<file path="src/rtl/mc_ctrl_pkg.sv">
// Shared state and ALU encodings, opcode/funct map and legality check for mc_ctrl.
// Build option: MC_CTRL_BNE_EN adds bne (Op 000101) to the supported set.
package mc_ctrl_pkg;

   typedef enum logic [3:0] {
      S_FETCH  = 4'd0,
      S_DECODE = 4'd1,
      S_MEMADR = 4'd2,
      S_MEMRD  = 4'd3,
      S_MEMWB  = 4'd4,
      S_MEMWR  = 4'd5,
      S_EXE_R  = 4'd6,
      S_EXE_I  = 4'd7,
      S_ALUWB  = 4'd8,
      S_BRANCH = 4'd9,
      S_JUMP   = 4'd10
   } state_t;

   typedef enum logic [2:0] {
      ALU_NOP  = 3'b000,
      ALU_ADD  = 3'b001,
      ALU_SUB  = 3'b010,
      ALU_AND  = 3'b011,
      ALU_OR   = 3'b100,
      ALU_SLT  = 3'b101,
      ALU_SLTU = 3'b110
   } alu_op_t;

   localparam logic [5:0] OP_RTYPE = 6'b000000;
   localparam logic [5:0] OP_J     = 6'b000010;
   localparam logic [5:0] OP_BEQ   = 6'b000100;
   localparam logic [5:0] OP_BNE   = 6'b000101;
   localparam logic [5:0] OP_ADDI  = 6'b001000;
   localparam logic [5:0] OP_SLTI  = 6'b001010;
   localparam logic [5:0] OP_ANDI  = 6'b001100;
   localparam logic [5:0] OP_ORI   = 6'b001101;
   localparam logic [5:0] OP_LW    = 6'b100011;
   localparam logic [5:0] OP_SW    = 6'b101011;

   localparam logic [5:0] FN_ADDU  = 6'b100001;
   localparam logic [5:0] FN_SUBU  = 6'b100011;
   localparam logic [5:0] FN_AND   = 6'b100100;
   localparam logic [5:0] FN_OR    = 6'b100101;
   localparam logic [5:0] FN_SLT   = 6'b101010;
   localparam logic [5:0] FN_SLTU  = 6'b101011;

   typedef struct packed {
      logic       pc_write;
      logic [1:0] pc_source;
      logic       i_or_d;
      logic       mem_write;
      logic       ir_write;
      logic       reg_write;
      logic       reg_dst;
      logic       mem_to_reg;
      logic       alu_src_a;
      logic [1:0] alu_src_b;
      logic       ext_op;
      alu_op_t    alu_op;
      logic       instr_done;
      logic       illegal;
   } ctrl_t;

   function automatic logic funct_supported(input logic [5:0] funct);
      logic ok;
      case (funct)
         FN_ADDU, FN_SUBU, FN_AND, FN_OR, FN_SLT, FN_SLTU: ok = 1'b1;
         default:                                          ok = 1'b0;
      endcase
      return ok;
   endfunction

   function automatic logic op_supported(input logic [5:0] op, input logic [5:0] funct);
      logic ok;
      case (op)
         OP_RTYPE: ok = funct_supported(funct);
         OP_LW, OP_SW, OP_ADDI, OP_ANDI, OP_ORI, OP_SLTI, OP_BEQ, OP_J: ok = 1'b1;
`ifdef MC_CTRL_BNE_EN
         OP_BNE:   ok = 1'b1;
`endif
         default:  ok = 1'b0;
      endcase
      return ok;
   endfunction

endpackage

</file>
<file path="src/rtl/mc_aludec.sv">
// ALU operation and immediate-extension decode for the execute states of mc_ctrl.
module mc_aludec
   import mc_ctrl_pkg::*;
(
   input  logic [5:0] op,
   input  logic [5:0] funct,
   output alu_op_t    alu_op,
   output logic       ext_op
);

   always_comb begin
      alu_op = ALU_NOP;
      ext_op = 1'b0;
      case (op)
         OP_RTYPE: begin
            case (funct)
               FN_ADDU: alu_op = ALU_ADD;
               FN_SUBU: alu_op = ALU_SUB;
               FN_AND:  alu_op = ALU_AND;
               FN_OR:   alu_op = ALU_OR;
               FN_SLT:  alu_op = ALU_SLT;
               FN_SLTU: alu_op = ALU_SLTU;
               default: alu_op = ALU_NOP;
            endcase
         end
         OP_ADDI: begin
            alu_op = ALU_ADD;
            ext_op = 1'b1;
         end
         OP_SLTI: begin
            alu_op = ALU_SLT;
            ext_op = 1'b1;
         end
         // Logical immediates take the zero-extended operand.
         OP_ANDI: alu_op = ALU_AND;
         OP_ORI:  alu_op = ALU_OR;
         default: begin
            alu_op = ALU_NOP;
            ext_op = 1'b0;
         end
      endcase
   end

endmodule

</file>
<file path="src/rtl/mc_ctrl.sv">
// Multi-cycle MIPS-subset main controller: one state register, outputs decoded from state/Op/Funct/Zero.
// Build option: MC_CTRL_BNE_EN enables bne through the BRANCH state with inverted Zero qualification.
module mc_ctrl
   import mc_ctrl_pkg::*;
(
   input  logic       clk,
   input  logic       rstn,
   input  logic [5:0] Op,
   input  logic [5:0] Funct,
   input  logic       Zero,
   output logic       PCWrite,
   output logic [1:0] PCSource,
   output logic       IorD,
   output logic       MemWrite,
   output logic       IRWrite,
   output logic       RegWrite,
   output logic       RegDst,
   output logic       MemtoReg,
   output logic       ALUSrcA,
   output logic [1:0] ALUSrcB,
   output logic       EXTOp,
   output logic [2:0] ALUOp,
   output logic       InstrDone,
   output logic       Illegal
);

   state_t  state;
   state_t  next_state;
   ctrl_t   ctl;
   alu_op_t dec_alu;
   logic    dec_ext;
   logic    legal;

   mc_aludec u_aludec (
      .op     (Op),
      .funct  (Funct),
      .alu_op (dec_alu),
      .ext_op (dec_ext)
   );

   assign legal = op_supported(Op, Funct);

   always_ff @(posedge clk or negedge rstn) begin
      if (!rstn) state <= S_FETCH;
      else       state <= next_state;
   end

   always_comb begin
      next_state = S_FETCH;
      case (state)
         S_FETCH:  next_state = S_DECODE;
         S_DECODE: begin
            if (!legal) begin
               next_state = S_FETCH;
            end else begin
               case (Op)
                  OP_LW, OP_SW:                       next_state = S_MEMADR;
                  OP_RTYPE:                           next_state = S_EXE_R;
                  OP_ADDI, OP_ANDI, OP_ORI, OP_SLTI:  next_state = S_EXE_I;
                  OP_BEQ, OP_BNE:                     next_state = S_BRANCH;
                  OP_J:                               next_state = S_JUMP;
                  default:                            next_state = S_FETCH;
               endcase
            end
         end
         S_MEMADR: next_state = (Op == OP_LW) ? S_MEMRD : S_MEMWR;
         S_MEMRD:  next_state = S_MEMWB;
         S_EXE_R,
         S_EXE_I:  next_state = S_ALUWB;
         default:  next_state = S_FETCH;
      endcase
   end

   always_comb begin
      ctl        = '0;
      ctl.alu_op = ALU_NOP;
      case (state)
         S_FETCH: begin
            ctl.ir_write  = 1'b1;
            ctl.alu_src_b = 2'b01;
            ctl.alu_op    = ALU_ADD;
            ctl.pc_write  = 1'b1;
         end
         S_DECODE: begin
            ctl.alu_src_b = 2'b11;
            ctl.ext_op    = 1'b1;
            ctl.alu_op    = ALU_ADD;
            ctl.illegal   = ~legal;
         end
         S_MEMADR: begin
            ctl.alu_src_a = 1'b1;
            ctl.alu_src_b = 2'b10;
            ctl.ext_op    = 1'b1;
            ctl.alu_op    = ALU_ADD;
         end
         S_MEMRD: ctl.i_or_d = 1'b1;
         S_MEMWB: begin
            ctl.reg_write  = 1'b1;
            ctl.mem_to_reg = 1'b1;
            ctl.instr_done = 1'b1;
         end
         S_MEMWR: begin
            ctl.i_or_d     = 1'b1;
            ctl.mem_write  = 1'b1;
            ctl.instr_done = 1'b1;
         end
         S_EXE_R: begin
            ctl.alu_src_a = 1'b1;
            ctl.alu_op    = dec_alu;
         end
         S_EXE_I: begin
            ctl.alu_src_a = 1'b1;
            ctl.alu_src_b = 2'b10;
            ctl.ext_op    = dec_ext;
            ctl.alu_op    = dec_alu;
         end
         S_ALUWB: begin
            ctl.reg_write  = 1'b1;
            ctl.reg_dst    = (Op == OP_RTYPE);
            ctl.instr_done = 1'b1;
         end
         S_BRANCH: begin
            ctl.alu_src_a  = 1'b1;
            ctl.alu_op     = ALU_SUB;
            ctl.pc_source  = 2'b01;
            ctl.instr_done = 1'b1;
`ifdef MC_CTRL_BNE_EN
            ctl.pc_write   = (Op == OP_BNE) ? ~Zero : Zero;
`else
            ctl.pc_write   = Zero;
`endif
         end
         S_JUMP: begin
            ctl.pc_source  = 2'b10;
            ctl.pc_write   = 1'b1;
            ctl.instr_done = 1'b1;
         end
         default: ;
      endcase
      // State is already FETCH during reset; only the side-effecting strobes need masking.
      if (!rstn) begin
         ctl.pc_write   = 1'b0;
         ctl.mem_write  = 1'b0;
         ctl.ir_write   = 1'b0;
         ctl.reg_write  = 1'b0;
         ctl.instr_done = 1'b0;
         ctl.illegal    = 1'b0;
      end
   end

   assign PCWrite   = ctl.pc_write;
   assign PCSource  = ctl.pc_source;
   assign IorD      = ctl.i_or_d;
   assign MemWrite  = ctl.mem_write;
   assign IRWrite   = ctl.ir_write;
   assign RegWrite  = ctl.reg_write;
   assign RegDst    = ctl.reg_dst;
   assign MemtoReg  = ctl.mem_to_reg;
   assign ALUSrcA   = ctl.alu_src_a;
   assign ALUSrcB   = ctl.alu_src_b;
   assign EXTOp     = ctl.ext_op;
   assign ALUOp     = ctl.alu_op;
   assign InstrDone = ctl.instr_done;
   assign Illegal   = ctl.illegal;

endmodule

</file>
<file path="config.mk">
export PLATFORM = sky130hd
export DESIGN_NAME = mc_ctrl
export DESIGN_NICKNAME = d
export VERILOG_FILES = /design/src/rtl/mc_ctrl_pkg.sv /design/src/rtl/mc_aludec.sv /design/src/rtl/mc_ctrl.sv
export SDC_FILE = /design/constraint.sdc
export NUM_CORES = 1
export LEC_CHECK = 0
export CAP_MARGIN = 20
export CELL_PAD_IN_SITES_DETAIL_PLACEMENT = 1
export CELL_PAD_IN_SITES_GLOBAL_PLACEMENT = 2
export CORE_ASPECT_RATIO = 0.8
export CORE_UTILIZATION = 24
export DETAILED_ROUTE_END_ITERATION = 8
export MAX_ROUTING_LAYER = met4
export PLACE_DENSITY_LB_ADDON = 0.1
export SYNTH_ARGS = -nofsm -noshare
export SYNTH_HDL_FRONTEND = slang
export SYNTH_SLANG_ARGS = --single-unit
</file>
<file path="constraint.sdc">
create_clock -name clk -period 5.35 [get_ports clk]
set_input_delay 1.3375 -clock clk [delete_from_list [all_inputs] [get_ports clk]]
set_output_delay 1.3375 -clock clk [all_outputs]
set_load 0.005 [all_outputs]
</file>
==> flow_metrics.tcl <==
set metrics [dict create \
    relSlewSlack_pct 62.0 \
    finalPower_mw 0.260 \
    drt_iter0_markers 42 \
    worstPathRequired_ns 4.01 \
    clk_latency_ns 0.21 \
    first_pass_iters 4 \
    netlist_top_cells_area "dfrtp_1 (12%), nor2_1 (7.4%), a21oi_1 (6.2%)" \
    grt_pass1_vias 979 \
    synthesis.nets 131 \
    final-hold-violation-count 0 \
    finalMaxSlewViolations 0 \
    fmax_mhz 206 \
    largest_reg_flops 4 \
    port-buffer-count 32 \
    holdCritPathClass "flip-flop to flip-flop" \
    postCtsSetupBuffers 0 \
    hold_buffers 0 \
    maxCapViolations 0 \
    finClkSkew_ns 0.000584 \
    cts_buffers 3 \
    async_reset_ff_share_pct 100 \
    die_x_um 67.0 \
    run_status "finished clean" \
    peakVddDrop_mv 0.123 \
    die_y_um 54.0 \
    rows 18 \
    instances_no_fill 187 \
    hpwl_um 2320 \
    numClockSinks 4 \
    worst-endpoint-arrival_ns 3.52 \
    yosysTopAreaCell "dfrtp_1" \
    cts_resized 0 \
    cts_max_level 1 \
    netlist_area_um2 811 \
    dieArea_mm2 0.00362 \
    worstSetupPathType "primary input to output port" \
    synth_top_area_share_pct 12.3 \
    route.vias.total 989 \
    initial_core_util_pct 25.7 \
    yosys_most_used_dff "dfrtp_1" \
    totalNegativeSetupSlack_ns 0 \
    rsz0062_at_grt "false" \
    ys.warnings.count 0 \
    area_delta_synth_final_pct 49.1 \
    end_kind "output port" \
    ant_nets 0 \
    power.density_mw_per_mm2 215 \
    gr-total-overflow 0 \
    netlist-cell-type-count 44 \
    syn_inst 116 \
    wire_per_inst_um 15.4 \
    place_inst 184 \
    grt_pass1_wl_um 4700 \
    grtUsageTotal_pct 17.8 \
    drive_above_1_share_pct 11.6 \
    synth_area_per_cell_um2 6.99 \
    ys_seq_area_share_pct 12.3 \
    cts_tree "built" \
    cp-start-kind "primary input" \
    antenna_found_initial 0 \
    clockBufferDepth 2 \
    finalSetupViolCount 0 \
    tightest_slew_ns 0.570 \
    gp_congestion 0.766 \
    drc 0 \
    core_area_mm2 0.00315 \
    vias_per_cell 5.29 \
    clk_pin_slew_ns 0.03 \
    synth.most_common_cell "nor2_1" \
    regMostFlops "state" \
    synth_common_cells "nor2_1 (16), a21oi_1 (10), nand2_1 (9)" \
    nets 164 \
    p_leak_nw 0.427 \
    synth-seq-cells 4 \
    crit_fanout 7 \
    synth_edf_count 0 \
    antennaDiodeCount 0 \
    grt_max_degree 19 \
    min_period_ns 4.86 \
    fin_crit_sh_pct 90.8 \
    io_pins 33 \
    drt_wl_total_um 2890 \
    reg_top3 "state (4)" \
    cts_root_buf "clkbuf_8" \
]
-- kinds of logic after synthesis --
kind of cell / after synthesis / synth area share [%]
AO/OA/AOI/OAI: 34 / 31.5
XOR/XNOR: 2 / 2.16
buffers and inverters: 12 / 7.72
flip-flops: 4 / 12.3
multiplexers: 1 / 1.39
AND/OR/NAND/NOR: 63 / 44.9
-- cell usage in the layout (no fill, tap or decap), drive strengths merged, types with 2 or more instances in the layout --
cell / count
nor3: 3
clkdlybuf4s50: 32
xnor2: 2
o21ai: 3
o32ai: 2
o32a: 2
o2111ai: 2
a31oi: 2
clkbuf: 3
o22ai: 3
nor2b: 6
nand3b: 2
nor4: 3
nor2: 16
inv: 3
nand2b: 7
and3: 2
or3b: 2
a21oi: 10
o21a: 3
dfrtp: 4
nand2: 9
nand3: 4
buf: 5
-- through the flow --
stage               util, %  cell area, um^2  setup slack, ns  hold WS [ns]
detailed placement     37.0             1170            0.512         0.806
global route           38.3             1210            0.422         0.852
global placement       37.0             1170            0.574         0.785
CTS                    38.3             1210            0.503         0.813
finish                 38.3             1210            0.490         0.811
floorplan                 -              811             1.62         0.588
-- worst max-delay path, cell delays in order --
cell and delay [ns]:
clkdlybuf4s50_1 0.60, or3b_2 0.53, nor4_1 0.32, a21oi_1 0.12, nor2_1 0.11, clkdlybuf4s50_1 0.51
-- report_power, final --
group	internal [mW]	leakage (nW)	switching, mW
clock network	0.0477	0.0216	0.0130
registers	0.0350	0.0537	0.0201
logic	0.0787	0.352	0.0657
-- routing by layer --
metal	share of wire (%)	GRT usage, %	vias up
met2	46	29.8	19
met1	50	23.9	475
met3	3.6	1.69	0
li1	-	-	495
met4	0	2.13	0
met5	0	-	-
-- area by class of cell --
type / count / area (um^2)
inverter: 3 / 11.3
multi-input combinational: 100 / 648
fill: 403 / 1940
timing repair buffer: 37 / 358
tap: 40 / 50.0
clock buffer: 3 / 41.3
sequential: 4 / 100
-- final timing paths --
| check | depth (start not counted) | from | endpoint | slack [ns] |
|---|---|---|---|---|
| setup / recovery | 6 | Op[3] | EXTOp | 0.49 |
| hold / removal | 1 | state[0] | state[0] | 0.81 |
| setup reg to reg | 4 | state[1] | state[1] | 3.57 |
| hold reg to reg | 1 | state[0] | state[0] | 0.81 |
| max in group asynchronous | 1 | rstn | state[0] | 3.68 |
| min in group asynchronous | 1 | rstn | state[3] | 1.41 |
Power figures use the tool's default switching activity.
